$ cat src/rtl/alu_result_stage.sv
// alu_result_stage: execute-to-writeback stage behind the 16-bit ALU.
//
// Captures each completed ALU operation. It updates the {N,Z,C,V} status
// flags and resolves BNE branches into a one-cycle taken pulse. Register-file
// writebacks are buffered in a small FIFO so a stalled writeback port never
// drops an in-flight result.
//
// Handshake: a transfer happens on a rising edge where valid && ready. A
// producer holds its payload stable while valid=1 and ready=0. in_ready
// depends on registered state only.
//
// Ports:
//   clk, rst_n                  clock, asynchronous active-low reset
//   in_valid / in_ready         upstream handshake for one ALU operation
//   in_opcode, in_result,       ALU opcode and outputs (out, Cout, lt, eq, V)
//   in_cout, in_lt, in_eq, in_v
//   in_rd, in_wb_en             destination register and writeback enable
//   in_is_branch, in_br_target  BNE marker (compare in in_eq) and target
//   wb_valid / wb_ready         writeback FIFO head handshake
//   wb_rd, wb_data              FIFO head contents
//   br_taken, br_target         registered branch-taken pulse and its target
//   flags                       {N,Z,C,V} status register
//   op_count                    accepted-operation counter (wraps)
//   dbg_count                   current FIFO occupancy
module alu_result_stage #(
    parameter int DEPTH = 2,
    parameter int CNT_W = 16
) (
    input  logic             clk,
    input  logic             rst_n,
    input  logic             in_valid,
    output logic             in_ready,
    input  logic [2:0]       in_opcode,
    input  logic [15:0]      in_result,
    input  logic             in_cout,
    input  logic             in_lt,
    input  logic             in_eq,
    input  logic             in_v,
    input  logic [2:0]       in_rd,
    input  logic             in_wb_en,
    input  logic             in_is_branch,
    input  logic [15:0]      in_br_target,
    output logic             wb_valid,
    input  logic             wb_ready,
    output logic [2:0]       wb_rd,
    output logic [15:0]      wb_data,
    output logic             br_taken,
    output logic [15:0]      br_target,
    output logic [3:0]       flags,
    output logic [CNT_W-1:0] op_count,
    output logic [$clog2(DEPTH):0] dbg_count
);

    localparam int AW = $clog2(DEPTH);
    localparam logic [AW:0]      PTR_ONE = 1;
    localparam logic [CNT_W-1:0] CNT_ONE = 1;

    logic [AW:0]      wr_ptr_q, wr_ptr_d, rd_ptr_q, rd_ptr_d;
    logic [18:0]      mem_q [DEPTH];
    logic [18:0]      mem_d [DEPTH];
    logic [18:0]      last_q, last_d;       // last popped {rd,data}
    logic [3:0]       flags_q, flags_d;
    logic [CNT_W-1:0] op_count_q, op_count_d;
    logic             br_taken_q, br_taken_d;
    logic [15:0]      br_target_q, br_target_d;

    logic empty, full, accept, push, pop, arith_op;
    logic [18:0] head;

    // in_lt is carried for completeness; SLT results arrive via in_result.
    logic unused_lt;
    assign unused_lt = in_lt;

    // Extra wrap bit distinguishes full from empty when indices match.
    assign empty    = (wr_ptr_q == rd_ptr_q);
    assign full     = (wr_ptr_q[AW] != rd_ptr_q[AW]) &&
                      (wr_ptr_q[AW-1:0] == rd_ptr_q[AW-1:0]);
    assign in_ready = !full;
    assign accept   = in_valid && in_ready;
    assign push     = accept && in_wb_en && !in_is_branch;
    assign pop      = !empty && wb_ready;
    assign arith_op = (in_opcode == 3'd2) || (in_opcode == 3'd6);
    assign head     = mem_q[rd_ptr_q[AW-1:0]];

    always_comb begin
        wr_ptr_d    = wr_ptr_q;
        rd_ptr_d    = rd_ptr_q;
        mem_d       = mem_q;
        last_d      = last_q;
        flags_d     = flags_q;
        op_count_d  = op_count_q;
        br_taken_d  = 1'b0;
        br_target_d = br_target_q;

        if (push) begin
            mem_d[wr_ptr_q[AW-1:0]] = {in_rd, in_result};
            wr_ptr_d = wr_ptr_q + PTR_ONE;
        end
        if (pop) begin
            last_d   = head;
            rd_ptr_d = rd_ptr_q + PTR_ONE;
        end

        if (accept) begin
            op_count_d = op_count_q + CNT_ONE;
            if (in_is_branch) begin
                // BNE: taken when the compare reports not-equal.
                if (!in_eq) begin
                    br_taken_d  = 1'b1;
                    br_target_d = in_br_target;
                end
            end else begin
                flags_d[3] = in_result[15];
                flags_d[2] = (in_result == 16'h0000);
                if (arith_op) begin
                    flags_d[1] = in_cout;
                    flags_d[0] = in_v;
                end
            end
        end
    end

    always_ff @(posedge clk or negedge rst_n) begin
        if (!rst_n) begin
            wr_ptr_q    <= '0;
            rd_ptr_q    <= '0;
            for (int i = 0; i < DEPTH; i++) mem_q[i] <= '0;
            last_q      <= '0;
            flags_q     <= '0;
            op_count_q  <= '0;
            br_taken_q  <= 1'b0;
            br_target_q <= '0;
        end else begin
            wr_ptr_q    <= wr_ptr_d;
            rd_ptr_q    <= rd_ptr_d;
            mem_q       <= mem_d;
            last_q      <= last_d;
            flags_q     <= flags_d;
            op_count_q  <= op_count_d;
            br_taken_q  <= br_taken_d;
            br_target_q <= br_target_d;
        end
    end

    // When empty, the outputs show the most recently popped entry.
    assign wb_valid  = !empty;
    assign wb_rd     = empty ? last_q[18:16] : head[18:16];
    assign wb_data   = empty ? last_q[15:0]  : head[15:0];
    assign br_taken  = br_taken_q;
    assign br_target = br_target_q;
    assign flags     = flags_q;
    assign op_count  = op_count_q;
    assign dbg_count = wr_ptr_q - rd_ptr_q;

endmodule

$ cat config.mk
export PLATFORM = sky130hd
export DESIGN_NAME = alu_result_stage
export DESIGN_NICKNAME = d
export VERILOG_FILES = /design/src/rtl/alu_result_stage.sv
export SDC_FILE = /design/constraint.sdc
export NUM_CORES = 1
export LEC_CHECK = 0
export ABC_AREA = 1
export BUFFER_PORTS_ARGS = -buffer_cell sky130_fd_sc_hd__buf_2
export CORE_AREA = 2 2 96 98
export CTS_BUF_LIST = sky130_fd_sc_hd__clkbuf_16
export DETAILED_ROUTE_END_ITERATION = 12
export DIE_AREA = 0 0 98 100
export GPL_TIMING_DRIVEN = 0
export PLACE_DENSITY = 0.79
export RECOVER_POWER = 100
export SLEW_MARGIN = 20
export SYNTH_ARGS = -nofsm -noshare
export SYNTH_HDL_FRONTEND = slang
export SYNTH_SLANG_ARGS = --single-unit
$ cat constraint.sdc
create_clock -name clk -period 2.35 [get_ports clk]
set_clock_uncertainty 0.2 [all_clocks]
set_input_delay 0.1175 -clock clk [delete_from_list [all_inputs] [get_ports clk]]
set_output_delay 0.1175 -clock clk [all_outputs]
set_load 0.02 [all_outputs]
# Word-level counts from Yosys, hierarchy flattened
# Index checks and enable logic that the tools add are counted.
[classes]
add_sub_neg = 4
n_mul = 0
div_mod_pow = 0
order_cmp = 3
eq_ne = 5
shift = 0
n_mux = 11
bitwise_logic = 4
reduce_logical = 14
[op_table]
columns = ["op", "n"]
rows = [
  ["$mux W19", 4],
  ["$bwmux W38", 1],
  ["$demux W19 S1", 1],
  ["$add A16 B1 Y16 const B", 1],
  ["$logic_not A16 Y1", 1],
  ["$mux W16", 1],
  ["$logic_and A1 B1 Y1", 6],
  ["$reduce_and A3 Y1", 2],
  ["$add A2 B1 Y2 const B", 2],
  ["$ge A2 B2 Y1 const B", 2],
  ["$not A1 Y2", 2],
  ["$eq A3 B2 Y1 const B", 1],
  ["$eq A3 B3 Y1 const B", 1],
  ["$logic_not A1 Y1", 3],
  ["$mux W1", 3],
  ["$mux W3", 1],
  ["$eq A2 B2 Y1", 1],
  ["$lt A2 B1 Y1 const B", 1],
  ["$not A1 Y1", 2],
  ["$reduce_and A2 Y1", 1],
  ["$sub A2 B2 Y2", 1],
  ["$eq A1 B1 Y1", 1],
  ["$logic_or A1 B1 Y1", 1],
  ["$ne A1 B1 Y1", 1],
]
[totals]
ff_bits = 98
latch_bits = 0
mem_bits_rw = 0
rom_bits = 0
input_bits = 48
word_cells = 51
mem_count = 0

# Longest topological paths before layout
[depth]
word_depth = 6
ltp_mapped = 11
ltp_nobuf = 9

# Worst setup path before layout
# OpenSTA, ideal clock, no wires.
[synth_timing]
path_type = "reg2out"
from = "register wr_ptr_q[0]"
to = "output port wb_data[0]"
arrival_time_ns = 1.906
required_ns = 2.033
slack_ns = 0.126
stages_incl_launch_ff = 8
path_buffers = 3
cell_sequence = "dfrtp_1 inv_1 clkbuf_1 ha_1 nand2_2 buf_2 buf_2 o21ai_0"
[synth_via]
elab_chain_cells = 2
[synth_rtl]
columns = ["item", "line_no", "rtl"]
rows = [
  ["from (decl)", "58", "logic [AW:0] wr_ptr_q, wr_ptr_d, rd_ptr_q, rd_ptr_d;"],
  ["from (signal assigned)", "134", "wr_ptr_q <= wr_ptr_d;"],
  ["$eq A2 B2 Y1", "75", "assign empty = (wr_ptr_q == rd_ptr_q);"],
  ["$mux W16", "148", "assign wb_data = empty ? last_q[15:0] : head[15:0];"],
  ["to (decl)", "46", "output logic [15:0] wb_data,"],
]
# Every way passes these cells.

# Final worst setup path
[layout_timing]
from = "register wr_ptr_q[0]"
to = "output port wb_data[6]"
# Same word-level chain as after synthesis.

==> impl_results.md <==
- Finished Layout Cells: between 800 and 900
- CTS tree: built
- Synth warn: 0
- Syn_nets: 642
- Core outline area: between 0.008 and 0.009 mm²
- First-pass GRT wire length: 20100 µm
- Yosys top cell by area: dfrtp_1
- Pleak: approximately 3.1 nW
- Final slew viol count: 0
- Dpl ws: -0.0938 ns
- Worst Tran Pin Value: around 1.1 ns
- Slew HR: between 20% and 30%
- Die Y: roughly 100 µm
- Placed Cells: 809
- Critical Path AT: between 1.5 and 2 ns
- Routed WL: about 12000 µm
- Clk pin slew, worst setup/hold paths: about 0.070 ns
- Number of synthesized register bits: 98
- CTS Buffer Depth: 2
- CP endpoint kind: primary output
- Commonest non-fill, non-tap cell in the layout: nand2_1
- Core Rows: 35
- RSZ-0062 raised after global routing: true
- Asr flop ratio synth: between 90% and 100%
- ANT cells: 0
- Initial antenna violation count: 0
- Worst hold stages: 5
- Share of cells above drive strength 1: 15.9%
- Post-synth EDFFs: 0
- DR pass1 iterations: 5
- Area of the die: approximately 0.01 mm²
- Initial Utilization: a little over half
- Final net count: 802
- Share of the synthesized area in the top cell type: 52.5%
- Root buffer cell: clkbuf_16
- Final Cell Area: 0.00609 mm²
- # setup viols final: 0
- PnR worst setup slack: 0.0818 ns
- Ys flop type: dfrtp_1
- Layout area overhead: 30.4%
- Top cells by area, synth: dfrtp_1 (53%), nand2_1 (22%), o21ai_0 (8.3%)
- Via/cell ratio: a little over 5
- Via count: ~4400
- I/O pins: 108
- Final ANT Viol Nets: 0
- Tcrit/Tclk final: approximately 97%
- Final Wtd Congestion: 0.885
- Die Span X: approximately 98 µm
- Status: complete, no violations
- GR Overflow Total: 0
- Worst Path Required: 2.03 ns
- # port buffers: ~110
- Dpl hpwl: 7950 µm
- Total CTS buffers: 9
- Register area share after synthesis: 52.5%
- Hold/Removal Path Class: input pin to register
- Count of unique library cells instantiated by Yosys: 26
- Tmin final: ~2.3 ns
- Setup Buffers After CTS: 0
- Startpoint Class: register
- H-tree depth: 3
- Drt wl/cell: about 14 µm
- # DRC: 0
- Post-DP Area: around 0.0054 mm²
- Syn Inst Count: 592
- R2r worst-path depth: 9
- Pwr Density: 1380 mW/mm²
- Worst-skew pair later-pin latency: 0.34 ns
- Vias in the first global route: between 4000 and 5000
- Max cap viols: 0
- Setup TNS Final: 0 ns
- Synthesized cell area: ~0.0047 mm²
- Maximum vdd drop: a little over 0.6 mV
- CTS Sinks: between 90 and 100
- Avg Synthesized Cell Area: 7.89 µm²
- Final Hold Fails: 0
- Max Clock Freq: 441 MHz
- Largest fanout on the critical path: 10
- Pin count of the biggest net entering global routing: between 50 and 60
- 1st-iter DRT viols: 260
- Overall routing resource usage: between 20% and 30%
- Most frequent cells in the layout: nand2_1 (273), dfrtp_1 (98), o21ai_0 (67), buf_2 (64), clkbuf_1 (49)
- Crit path kind: register to primary output
- Filler cells: between 700 and 800
worst paths after layout:
kind                              from      endpoint  slack [ns]
max                        wr_ptr_q[0]    wb_data[6]        0.08
min                           in_wb_en     mem_q[21]        0.07
max reg2reg                wr_ptr_q[0]  op_count[14]        0.19
min reg2reg                   flags[3]      flags[3]        0.29
max in group asynchronous        rst_n     mem_q[36]        0.83
min in group asynchronous        rst_n  op_count[14]        0.30
report_power, final:
| group | total (W) | leakage [nW] | internal, W | switching (W) |
|---|---|---|---|---|
| combinational | 0.00410 | 1.68 | 0.00133 | 0.00277 |
| sequential | 0.00276 | 1.25 | 0.00238 | 0.000385 |
| clock | 0.00151 | 0.146 | 0.000836 | 0.000671 |
worst max-delay path: stages, from the launching register on:
cell and delay (ns):
dfrtp_1 0.37, inv_2 0.07, clkbuf_8 0.17, ha_4 0.29, nand2_2 0.07, buf_4 0.18
buf_6 0.15, o21ai_1 0.13, buf_2 0.18
metal layers:
layer	vias to the layer above	wire length (µm)	share of wire [%]	global-route usage [%]
met1	2128	5220	43	33.4
met5	-	0	0	0
li1	2160	-	-	-
met3	16	551	4.6	4.04
met4	0	170	1.4	7.59
met2	132	6090	51	43.4
registers in the layout, indices dropped and copies added, names as in the netlist:
register	flops
last_q	19
rd_ptr_q	2
mem_q	38
wr_ptr_q	2
flags	4
br_target	16
br_taken	1
op_count	16
metrics by stage:
stage	hold slack [ns]	power (W)	util, %
after floorplan	-0.378	0.00535	-
after CTS	0.0598	0.00831	68.9
final	0.0667	0.00837	68.5
after detailed placement	-0.141	0.00665	60.4
after global placement	0.113	0.00651	60.0
after global routing	0.0786	0.00896	68.5
cell families after synthesis:
group	after synthesis	synth area share, %
simple gates	333	29.4
flops	98	52.5
compound gates	84	9.01
buf+inv	65	6.65
xor+xnor	10	1.88
fa+ha+maj	2	0.536
synthesized netlist by cell type (all sizes together) (3+ instances only):
| master | instances |
|---|---|
| dfrtp | 98 |
| xnor2 | 4 |
| nand3b | 3 |
| clkbuf | 13 |
| inv | 40 |
| nor3 | 3 |
| nand2 | 287 |
| o21ai | 84 |
| nand4 | 3 |
| nand3 | 7 |
| nor2 | 30 |
| buf | 12 |
| xor2 | 6 |
layout make-up:
type | count | area (µm²) | area share, %
plain buffers | 25 | 169 | 2.77
clock buffers | 9 | 225 | 3.70
clock inverters | 7 | 75.1 | 1.23
inverters | 40 | 160 | 2.63
multi-input cells | 429 | 1920 | 31.5
flip-flops and latches | 98 | 2450 | 40.3
well taps | 111 | 139 | 2.28
repair buffers | 149 | 951 | 15.6
what timing repair did:
| action | CTS | global route |
|---|---|---|
| endpoints found under the setup margin | 61 | 19 |
| resized for setup | 12 | 16 |
| endpoints found under the hold margin | 160 | 0 |
| cloned | 0 | 0 |
| hold buffers | 43 | 0 |
(Power assumes the default switching activity.)
